## src/rtl/alu_issue_stage.sv

```systemverilog
// ID/EX boundary register: decodes OP/OP-IMM/LOAD/STORE into ALU
// control and operands behind a valid/ready handshake.
package common;
  localparam logic [3:0] ALU_ADD = 4'd0;
  localparam logic [3:0] ALU_SUB = 4'd1;
  localparam logic [3:0] ALU_AND = 4'd2;
  localparam logic [3:0] ALU_OR  = 4'd3;
  localparam logic [3:0] ALU_XOR = 4'd4;
endpackage

module alu_issue_stage
  import common::*;
#(
  parameter int CNT_W = 32
) (
  input  logic             clk,
  input  logic             reset,
  input  logic             flush,
  input  logic             in_valid,
  output logic             in_ready,
  input  logic [31:0]      instruction,
  input  logic [31:0]      rs1_data,
  input  logic [31:0]      rs2_data,
  output logic             out_valid,
  input  logic             out_ready,
  output logic [3:0]       alu_control,
  output logic [31:0]      left_operand,
  output logic [31:0]      right_operand,
  output logic [31:0]      store_data,
  output logic [4:0]       rd,
  output logic             reg_write,
  output logic             illegal,
  output logic [CNT_W-1:0] issued_count
);

  logic [6:0]  opcode;
  logic [2:0]  funct3;
  logic [6:0]  funct7;
  logic [4:0]  rd_f;
  logic [31:0] imm_i;
  logic [31:0] imm_s;
  logic        is_op;
  logic        is_imm;
  logic        is_load;
  logic        is_store;
  logic        accept;

  logic [3:0]  d_ctrl;
  logic [31:0] d_right;
  logic        d_ill;
  logic        d_wr;

  assign opcode = instruction[6:0];
  assign funct3 = instruction[14:12];
  assign funct7 = instruction[31:25];
  assign rd_f   = instruction[11:7];

  assign imm_i = {{20{instruction[31]}}, instruction[31:20]};
  assign imm_s = {{20{instruction[31]}},
                  instruction[31:25], instruction[11:7]};

  assign is_op    = opcode == 7'b0110011;
  assign is_imm   = opcode == 7'b0010011;
  assign is_load  = opcode == 7'b0000011;
  assign is_store = opcode == 7'b0100011;

  assign in_ready = flush | ~out_valid | out_ready;
  assign accept   = in_valid & in_ready & ~flush;

  always_comb begin
    d_ctrl  = ALU_ADD;
    d_right = rs2_data;
    d_ill   = 1'b1;
    unique case (1'b1)
      is_op: begin
        unique case (funct3)
          3'b000: begin
            if (funct7 == 7'b0000000) begin
              d_ill = 1'b0;
            end else if (funct7 == 7'b0100000) begin
              d_ctrl = ALU_SUB;
              d_ill  = 1'b0;
            end
          end
          3'b100: begin
            d_ctrl = ALU_XOR;
            d_ill  = funct7 != 7'b0;
          end
          3'b110: begin
            d_ctrl = ALU_OR;
            d_ill  = funct7 != 7'b0;
          end
          3'b111: begin
            d_ctrl = ALU_AND;
            d_ill  = funct7 != 7'b0;
          end
          default: ;
        endcase
      end
      is_imm: begin
        d_right = imm_i;
        unique case (funct3)
          3'b000: d_ill = 1'b0;
          3'b100: begin
            d_ctrl = ALU_XOR;
            d_ill  = 1'b0;
          end
          3'b110: begin
            d_ctrl = ALU_OR;
            d_ill  = 1'b0;
          end
          3'b111: begin
            d_ctrl = ALU_AND;
            d_ill  = 1'b0;
          end
          default: ;
        endcase
      end
      is_load: begin
        d_right = imm_i;
        d_ill   = 1'b0;
      end
      is_store: begin
        d_right = imm_s;
        d_ill   = 1'b0;
      end
      default: ;
    endcase
    // illegal ops still go to execute so the trap logic sees them
    if (d_ill) d_ctrl = ALU_ADD;
    d_wr = ~d_ill & ~is_store & (rd_f != 5'd0);
  end

  always_ff @(posedge clk or posedge reset) begin
    if (reset) begin
      out_valid     <= 1'b0;
      alu_control   <= ALU_ADD;
      left_operand  <= '0;
      right_operand <= '0;
      store_data    <= '0;
      rd            <= '0;
      reg_write     <= 1'b0;
      illegal       <= 1'b0;
      issued_count  <= '0;
    end else if (flush) begin
      out_valid <= 1'b0;
      reg_write <= 1'b0;
      illegal   <= 1'b0;
    end else if (accept) begin
      out_valid     <= 1'b1;
      alu_control   <= d_ctrl;
      left_operand  <= rs1_data;
      right_operand <= d_right;
      store_data    <= rs2_data;
      rd            <= rd_f;
      reg_write     <= d_wr;
      illegal       <= d_ill;
      if (!d_ill) issued_count <= issued_count + 1'b1;
    end else if (out_ready) begin
      out_valid <= 1'b0;
    end
  end

endmodule

```

## config.mk

```make
export PLATFORM = sky130hd
export DESIGN_NAME = alu_issue_stage
export DESIGN_NICKNAME = d
export VERILOG_FILES = /design/src/rtl/alu_issue_stage.sv
export SDC_FILE = /design/constraint.sdc
export NUM_CORES = 1
export LEC_CHECK = 0
export CAP_MARGIN = 25
export CORE_ASPECT_RATIO = 1.1
export CORE_MARGIN = 1
export CORE_UTILIZATION = 40
export CTS_BUF_LIST = sky130_fd_sc_hd__clkbuf_4
export DETAILED_ROUTE_END_ITERATION = 16
export GPL_TIMING_DRIVEN = 0
export PLACE_DENSITY = 0.8
export SYNTH_ARGS = -nofsm -noshare
export SYNTH_HDL_FRONTEND = slang
export SYNTH_SLANG_ARGS = --single-unit
```

## constraint.sdc

```tcl
create_clock -name clk -period 7 [get_ports clk]
set_input_delay 2.1 -clock clk [delete_from_list [all_inputs] [get_ports clk]]
set_output_delay 2.1 -clock clk [all_outputs]
set_load 0.02 [all_outputs]
```

## Word-level counts from Yosys, hierarchy flattened

Cells that the tools add are included.

| cells by class | value |
|---|---|
| mux-type cells | 19 |
| bitwise gates (word level) | 10 |
| reductions and logical operators | 12 |
| add/sub/neg operators | 1 |
| equality and inequality tests | 8 |

Operators by type and width:

| operator | number |
|---|---|
| 32-bit case mux with 2 select lines | 1 |
| 32-bit by 1-bit adder with 32-bit output, second input constant | 1 |
| 7-bit by 6-bit equality test with 1-bit output, second input constant | 3 |
| 1-bit 2-to-1 mux | 12 |
| 3-bit case mux with 4 select lines | 1 |
| 3-bit equality test, second input constant | 3 |
| 3-bit case mux with 3 select lines | 1 |
| 4-bit case mux with 2 select lines | 1 |
| 7-bit by 2-bit equality test with 1-bit output, second input constant | 1 |
| 7-bit by 5-bit equality test with 1-bit output, second input constant | 1 |
| 7-bit zero test | 1 |
| 7-bit nonzero test | 1 |
| 5-bit nonzero test | 1 |
| 1-bit AND | 4 |
| 4-bit 2-to-1 mux | 1 |
| 1-bit NOT | 4 |
| 2-bit OR reduction | 2 |
| 4-bit OR reduction | 1 |
| 3-bit zero test | 1 |
| 1-bit case mux with 3 select lines | 1 |
| 3-bit AND reduction | 1 |
| 3-bit nonzero test | 1 |
| 3-bit OR reduction | 1 |
| 1-bit bitwise OR | 2 |
| 3 further kinds | 3 |

| word-level totals | value |
|---|---|
| logic and storage cells | 59 |
| register bits after elaboration | 140 |

## Logic depth before layout (Yosys ltp)

Gate-level depths: netlist of the first run.

| depth | value |
|---|---|
| word-level depth | 10 |
| depth in mapped cells | 7 |
| depth with buffers taken out | 6 |

## Least setup slack after synthesis of the first run

OpenSTA, ideal clock, no wires.

| timing | value |
|---|---|
| path kind | input port to output port |
| from | input port out_ready |
| to | output port in_ready |
| arrival time | 2.428 ns |
| stages | 2 |
| slack | 2.472 ns |
| required time | 4.900 ns |
| cells stage by stage | nor2b_1 -> nand2b_1 |

| on the way | value |
|---|---|
| longest elaborated chain between the ends | 1 |

Ends and longest elaborated chain:

| element | RTL line | RTL |
|---|---|---|
| start, declared | 25 | `input logic out_ready,` |
| 1-bit bitwise OR | 67 | `assign in_ready = flush \| ~out_valid \| out_ready;` |
| end, declared | 20 | `output logic in_ready,` |

No other way between the ends.

## Worst setup path in the final report of the first run

Ends and elaborated chain as after synthesis.

==> impl_metrics.csv, run 1 <==
group,metric,value,unit
layout,area.sequential,3478,sq um
clocking,clock_path_buffers,2,
setup_path,critPathBufInv,2,
layout,multi_input_area,2217,sq um
floorplan,die_width,117.6,microns
grt,antenna_found_initial,0,
power_and_ir_drop,clkPwrFrac,27.4,%
sta,rsz0062_at_grt,"false",
clocking,clock_sinks,139,
sta,worstMarginPinSlew,0.6469,ns
sta,finalCritPeriodShare,79.33,%
sta,fmax,0.1801,GHz
sta,min_period,5.553,ns
sta,slew_headroom,56.87,%
grt,grt_use_total,23.55,%
setup_path,worst_setup_path_start_kind,"input pin",
power_and_ir_drop,peakVddDrop,0.1435,mV
layout,area_delta_synth_final,49.65,%
setup_path,cp_top_family,"buffers and inverters",
floorplan,ioPinCount,242,
grt,grt_busiest_layer,"met2",
synth,ys_top_cells_by_area,"dfrtp_1, nand2_1, xor2_1",
place,port_buffers,235,
synth,synth_cell_types,45,
synth,yosysMostFrequentCell,"nand2_1",
synth,synth_area,5877,sq um
clocking,root_buffer,"clkbuf_4",
grt,grtUsageMet2,38.32,%
grt,met1_usage,29.58,%
synth,synth.area.mux_share,0.1916,%
power_and_ir_drop,combPwrFrac,25.8,%
setup_path,r2r_slack,4.51,ns
clocking,insertion_delay,0.55,ns
synth,yosys.area_share.simple,25.27,%
layout,final_util,61.12,%
layout,fill_cells,1262,
power_and_ir_drop,switchingPower,0.6238,mW
setup_path,rr_endpoint,"issued_count[31]$_DFFE_PP0P_",
place,dp_hpwl,12960,microns
detailed_routing,vias,5428,
grt,grt_pass1_wl,27570,microns
sta,drv_slew,0,
grt,grt_pass1_vias,5209,
layout,drive_gt1_share,4.746,%
synth,yosysTopAreaCell,"dfrtp_1",
power_and_ir_drop,power.density,229.3,nW/um^2
hold_path,hold_depth,1,
detailed_routing,postRouteAntennaNets,0,
detailed_routing,vias_per_cell,4.944,
outcome,outcome,"finished, final reports clean",
synth,synth_commonest_cells,"nand2_1, dfrtp_1, clkbuf_1",
grt,grt_overflow_total,0,
synth,synthesis.area_per_instance,9.211,sq um
synth,synth_nets,740,
clocking,cts_tree,"done",
sta,setup_viol,0,
synth,synth_compound_area_share,7.366,%
clocking,ctsHoldBuffers,0,
detailed_routing,wl_per_cell,15.90,microns
setup_path,path_common_cell,"clkdlybuf4s50_1",
synth,yosys_register_bits,139,
setup_path,reg2reg_depth,6,
synth,synth_top_area_share,59.19,%
setup_path,critical_path_arrival,3.45,ns
synth,ys.flop_type,"dfrtp_1",
setup_path,worst-path-max-fanout,3,
power_and_ir_drop,cell_internal_pwr,1.393,mW
detailed_routing,first_pass_iters,4,
hold_path,min_path_type,"reg -> reg",
power_and_ir_drop,leakage,4.087,nW
grt,grt_use_met3,7.438,%
layout,stdcell_area,8795,sq um
setup_path,end_kind,"output pin",
synth,synth_adder_area_share,0.2129,%
floorplan,start_util,40.84,%
sta,setup_tns,0,ns
power_and_ir_drop,p_sw_share,30.93,%
clocking,cts_resized,0,
sta,hold_viol_final,0,
clocking,clk_pin_slew,0.11,ns
setup_path,path_class,"in -> out",
hold_path,hp-start,"issued_count[31]$_DFFE_PP0P_",
setup_path,worstReg2RegStart,"issued_count[5]$_DFFE_PP0P_",
sta,fin_skew,0.009169,ns
setup_path,crit_chain,"clkdlybuf4s50_1 > nor2b_1 > nand2b_1 > clkdlybuf4s50_1",
floorplan,die_y,129.1,microns
setup_path,required,4.90,ns
power_and_ir_drop,p_seq_share,46.8,%
layout,num-nets-final,995,
detailed_routing,wirelength,17460,microns
job,maxCapViolations,0,
place,place.gp.congestion,0.8705,
synth,syn_inst,638,
grt,grt_max_degree,76,
synth,async_flop_share,100.0,%
hold_path,min_to,"issued_count[31]$_DFFE_PP0P_",
clocking,cts.htree.levels,4,
layout,antenna_cells,0,
synth,synth_edf_count,0,
synth,synth_top_family_by_area,"simple AND/OR/NAND/NOR gates",
clocking,cts_post_setup_buffers_inserted,0,
synth,synth-seq-area-share,59.19,%
floorplan,core,14390,sq um
floorplan,die-area,15180,sq um
synth,synth-xor-area-share,4.620,%
detailed_routing,initialDrtViolationCount,345,
clocking,cts_made_buffers,17,
synth,yosys_warnings,0,
floorplan,fp-row-count,46,
setup_path,critPathSlowestCell,"clkdlybuf4s50_1",
setup_path,cpPeakStageDelay,0.57,ns
detailed_routing,drc,0,
place,post_dp_cell_area,8502,sq um
-- area by class of cell --
cell class | count | area share (%)
timing repair buffer | 236 | 27.06
multi-input combinational | 452 | 25.21
sequential | 139 | 39.55
tap | 192 | 2.732
clock buffer | 19 | 1.622
clock inverter | 13 | 1.707
buffer | 36 | 1.593
inverter | 11 | 0.5264
-- cell usage in the layout (no fill, tap or decap), types with 2 or more instances in the layout --
master           instances
nand2_1                263
clkdlybuf4s50_1        235
dfrtp_1                139
clkbuf_1                31
o21ai_0                 27
xor2_1                  24
a21oi_1                 24
clkbuf_4                19
nor2_1                  15
nor3_1                  12
nor4_1                  11
nand4_1                 10
inv_1                   10
nand3_1                  8
xnor2_1                  7
o22ai_1                  6
a31oi_1                  6
nor4_2                   4
o22a_1                   4
buf_1                    3
clkinv_1                 3
clkinv_2                 3
bufinv_16                3
or2_2                    2
a311oi_1                 2
or4_1                    2
and3_1                   2
and4_1                   2
nand2b_1                 2
inv_6                    2
clkinv_4                 2
-- power groups by stage --
stage          registers [mW]  clock network (mW)  logic (mW)
2_1_floorplan            1.07                   0       0.114
3_3_place_gp            0.957                   0       0.514
3_5_place_dp            0.959                   0       0.523
4_1_cts                 0.945               0.565       0.524
5_1_grt                 0.956               0.600       0.559
6_report                0.945               0.553       0.519
-- cell families (layout without fill, tap and decap cells) --
family | after synthesis | count (layout)
other cells | 1 | 1
xor+xnor | 31 | 31
buf+inv | 47 | 315
mux | 1 | 1
simple gates | 343 | 343
compound gates | 75 | 75
fa+ha+maj | 1 | 1
flops | 139 | 139
-- how the worst max path moves through the flow --
stage                         start                           to  cells past startpoint
after floorplan               reset   alu_control[0]$_DFFE_PP0P_                      1
after global placement        reset  left_operand[1]$_DFFE_PP0P_                      2
after detailed placement      flush                     in_ready                      3
after CTS                     flush                     in_ready                      3
after global routing          flush                     in_ready                      3
final                     out_ready                     in_ready                      4
-- per-stage QoR --
stage               setup slack [ns]  power [mW]  instances  hold slack, ns
floorplan                      1.175       1.185        638          0.5777
global placement             -0.8292       1.472       1065          0.4560
detailed placement             1.468       1.482       1066          0.4608
CTS                            1.448       2.035       1098          0.4787
global route                   1.413       2.116       1098          0.5036
finish                         1.447       2.017       1098          0.4754
-- worst register-to-register path, delay by kind of cell, from the launching register on --
kind	cells	cell delay, ns
xor+xnor	1	0.16
buf+inv	1	0.17
flops	1	0.50
simple gates	4	1.59
-- flip-flops by register name, indices dropped and copies added (netlist names) --
signal and count:
issued_count 32, rd 5, right_operand 32, illegal 1, alu_control 3, store_data 32, out_valid 1, reg_write 1
left_operand 32
-- layer usage --
| layer | wire [microns] | vias to the layer above |
|---|---|---|
| met5 | 0 | - |
| met4 | 313 | 0 |
| met2 | 8519 | 185 |
| li1 | - | 2618 |
| met3 | 1252 | 26 |
| met1 | 7372 | 2599 |
Power figures use the tool's default switching activity.
==> run 2, diff against run 1 <==
--- a/config.mk
+++ b/config.mk
@@ -12,7 +12,7 @@
 export CTS_BUF_LIST = sky130_fd_sc_hd__clkbuf_4
 export DETAILED_ROUTE_END_ITERATION = 16
 export GPL_TIMING_DRIVEN = 0
-export PLACE_DENSITY = 0.8
+export PLACE_DENSITY = 0.83
 export SYNTH_ARGS = -nofsm -noshare
 export SYNTH_HDL_FRONTEND = slang
 export SYNTH_SLANG_ARGS = --single-unit
==> constraint.sdc (replaced) <==
create_clock -name clk -period 4.97 [get_ports clk]
set_input_delay 1.491 -clock clk [delete_from_list [all_inputs] [get_ports clk]]
set_output_delay 1.491 -clock clk [all_outputs]
set_load 0.02 [all_outputs]
==> run 2 against run 1 <==
Against the previous run: clock power rose by 27%; global-route usage rose by 0.46 points; cell area about the same; critical path depth shrank 1; cell count increased by 0.18%; highest routed layer unchanged; register-to-register slack got worse by 2.0 ns.
==> impl_metrics.csv, run 2 (synthesis gave the netlist of run 1 again) <==
group,metric,value,unit
outcome,outcome,"finished, final reports clean",
clocking,cts_made_buffers,17,
place,dp_hpwl,13310,microns
clocking,clock_path_buffers,2,
clocking,clk_pin_slew,0.12,ns
layout,layout_common_cells,"nand2_1, clkdlybuf4s50_1, dfrtp_1",
grt,grt_pass1_wl,28060,microns
detailed_routing,wl_per_cell,16.04,microns
layout,area_delta_synth_final,49.71,%
job,maxCapViolations,0,
setup_path,worst-path-max-fanout,5,
sta,whs,0.4807,ns
sta,finalCritPeriodShare,86.65,%
place,place.gp.congestion,0.8787,
setup_path,required,3.48,ns
clocking,cts_tree,"done",
setup_path,worst_setup_path_start_kind,"input pin",
detailed_routing,wirelength,17650,microns
place,port_buffers,235,
clocking,ctsHoldBuffers,0,
hold_path,min_path_type,"reg -> reg",
layout,final_common_cell,"nand2_1",
sta,fin_skew,0.01913,ns
layout,final_util,61.15,%
floorplan,die_y,129.1,microns
detailed_routing,drc,0,
sta,min_period,4.306,ns
grt,grt_use_total,24.01,%
sta,fmax,0.2322,GHz
sta,setup_tns,0,ns
sta,drv_slew,0,
floorplan,core,14390,sq um
grt,grt_max_degree,39,
layout,drive_gt1_share,5.066,%
clocking,insertion_delay,0.54,ns
power_and_ir_drop,power.density,315.4,nW/um^2
clocking,cts_resized,0,
detailed_routing,initialDrtViolationCount,300,
floorplan,start_util,40.84,%
setup_path,end_kind,"output pin",
power_and_ir_drop,leakage,4.085,nW
detailed_routing,first_pass_iters,5,
clocking,cts.htree.levels,4,
grt,grt_pass1_vias,5433,
floorplan,fp-row-count,46,
floorplan,ioPinCount,242,
layout,fill_cells,1224,
setup_path,critical_path_arrival,2.82,ns
power_and_ir_drop,peakVddDrop,0.1802,mV
detailed_routing,vias_per_cell,4.992,
sta,rsz0062_at_grt,"false",
sta,hold_viol_final,0,
setup_path,path_class,"in -> out",
floorplan,die_width,117.6,microns
clocking,cts_post_setup_buffers_inserted,0,
layout,area.sequential,3478,sq um
layout,antenna_cells,0,
clocking,root_buffer,"clkbuf_4",
sta,worstMarginPinSlew,0.8403,ns
grt,antenna_found_initial,0,
sta,setup_viol,0,
layout,num-nets-final,997,
detailed_routing,postRouteAntennaNets,0,
layout,multi_input_area,2217,sq um
grt,grt_overflow_total,0,
floorplan,die-area,15180,sq um
sta,slew_headroom,43.86,%
clocking,clock_sinks,139,
detailed_routing,vias,5491,
## run 2: cell count changes in the layout (fill, tap and decap cells not counted)
| cell | change |
|---|---|
| buf_12 | +3 |
| buf_16 | -1 |
| bufinv_16 | -1 |
| clkbuf_4 | -1 |
| clkinv_1 | -1 |
| clkinv_2 | +3 |
| clkinvlp_4 | +2 |
| inv_6 | -2 |
## run 2: worst paths after layout
check	from	end	slack [ns]	cells past startpoint
setup reg to reg	issued_count[4]$_DFFE_PP0P_	issued_count[30]$_DFFE_PP0P_	2.48	6
hold / removal	issued_count[31]$_DFFE_PP0P_	issued_count[31]$_DFFE_PP0P_	0.48	1
min in group asynchronous	reset	left_operand[24]$_DFFE_PP0P_	1.47	2
hold reg to reg	issued_count[31]$_DFFE_PP0P_	issued_count[31]$_DFFE_PP0P_	0.48	1
setup / recovery	flush	in_ready	0.66	3
max in group asynchronous	reset	store_data[11]$_DFFE_PP0P_	2.62	4
## run 2: stage by stage
| step | power [mW] | setup WS [ns] | cell area [sq um] | std cells |
|---|---|---|---|---|
| floorplan | 1.669 | 1.632 | 5881 | 638 |
| global placement | 2.073 | 0.4682 | 8473 | 1065 |
| detailed placement | 2.094 | 0.6494 | 8533 | 1068 |
| CTS | 2.808 | 0.6617 | 8798 | 1100 |
| global route | 2.917 | 0.6292 | 8798 | 1100 |
| finish | 2.775 | 0.6635 | 8798 | 1100 |
## run 2: where the power goes
group	total [mW]	leakage [nW]	switching [mW]	internal [mW]
sequential	1.33	1.75	0.0744	1.26
combinational	0.738	2.19	0.386	0.352
clock	0.705	0.146	0.409	0.296
total	2.77	4.09	0.869	1.91
## run 2: final cells by class
class | count | area share [%]
timing repair buffer | 238 | 27.42
buffer | 36 | 1.593
multi-input combinational | 452 | 25.20
clock buffer | 18 | 1.536
inverter | 11 | 0.5119
tap | 192 | 2.730
sequential | 139 | 39.53
clock inverter | 14 | 1.479
## run 2: routing by layer
layer / global-route usage (%) / routed length [microns] / vias up
met2: 41.49 / 8785 / 231
met1: 28.28 / 7160 / 2607
li1: - / - / 2613
met5: 0 / 0 / -
met4: 9.351 / 407 / 0
met3: 7.262 / 1293 / 40
## run 2: worst max-delay path: stages
cell and delay (ns):
clkdlybuf4s50_1 0.54, nand2b_1 0.17, clkdlybuf4s50_1 0.61
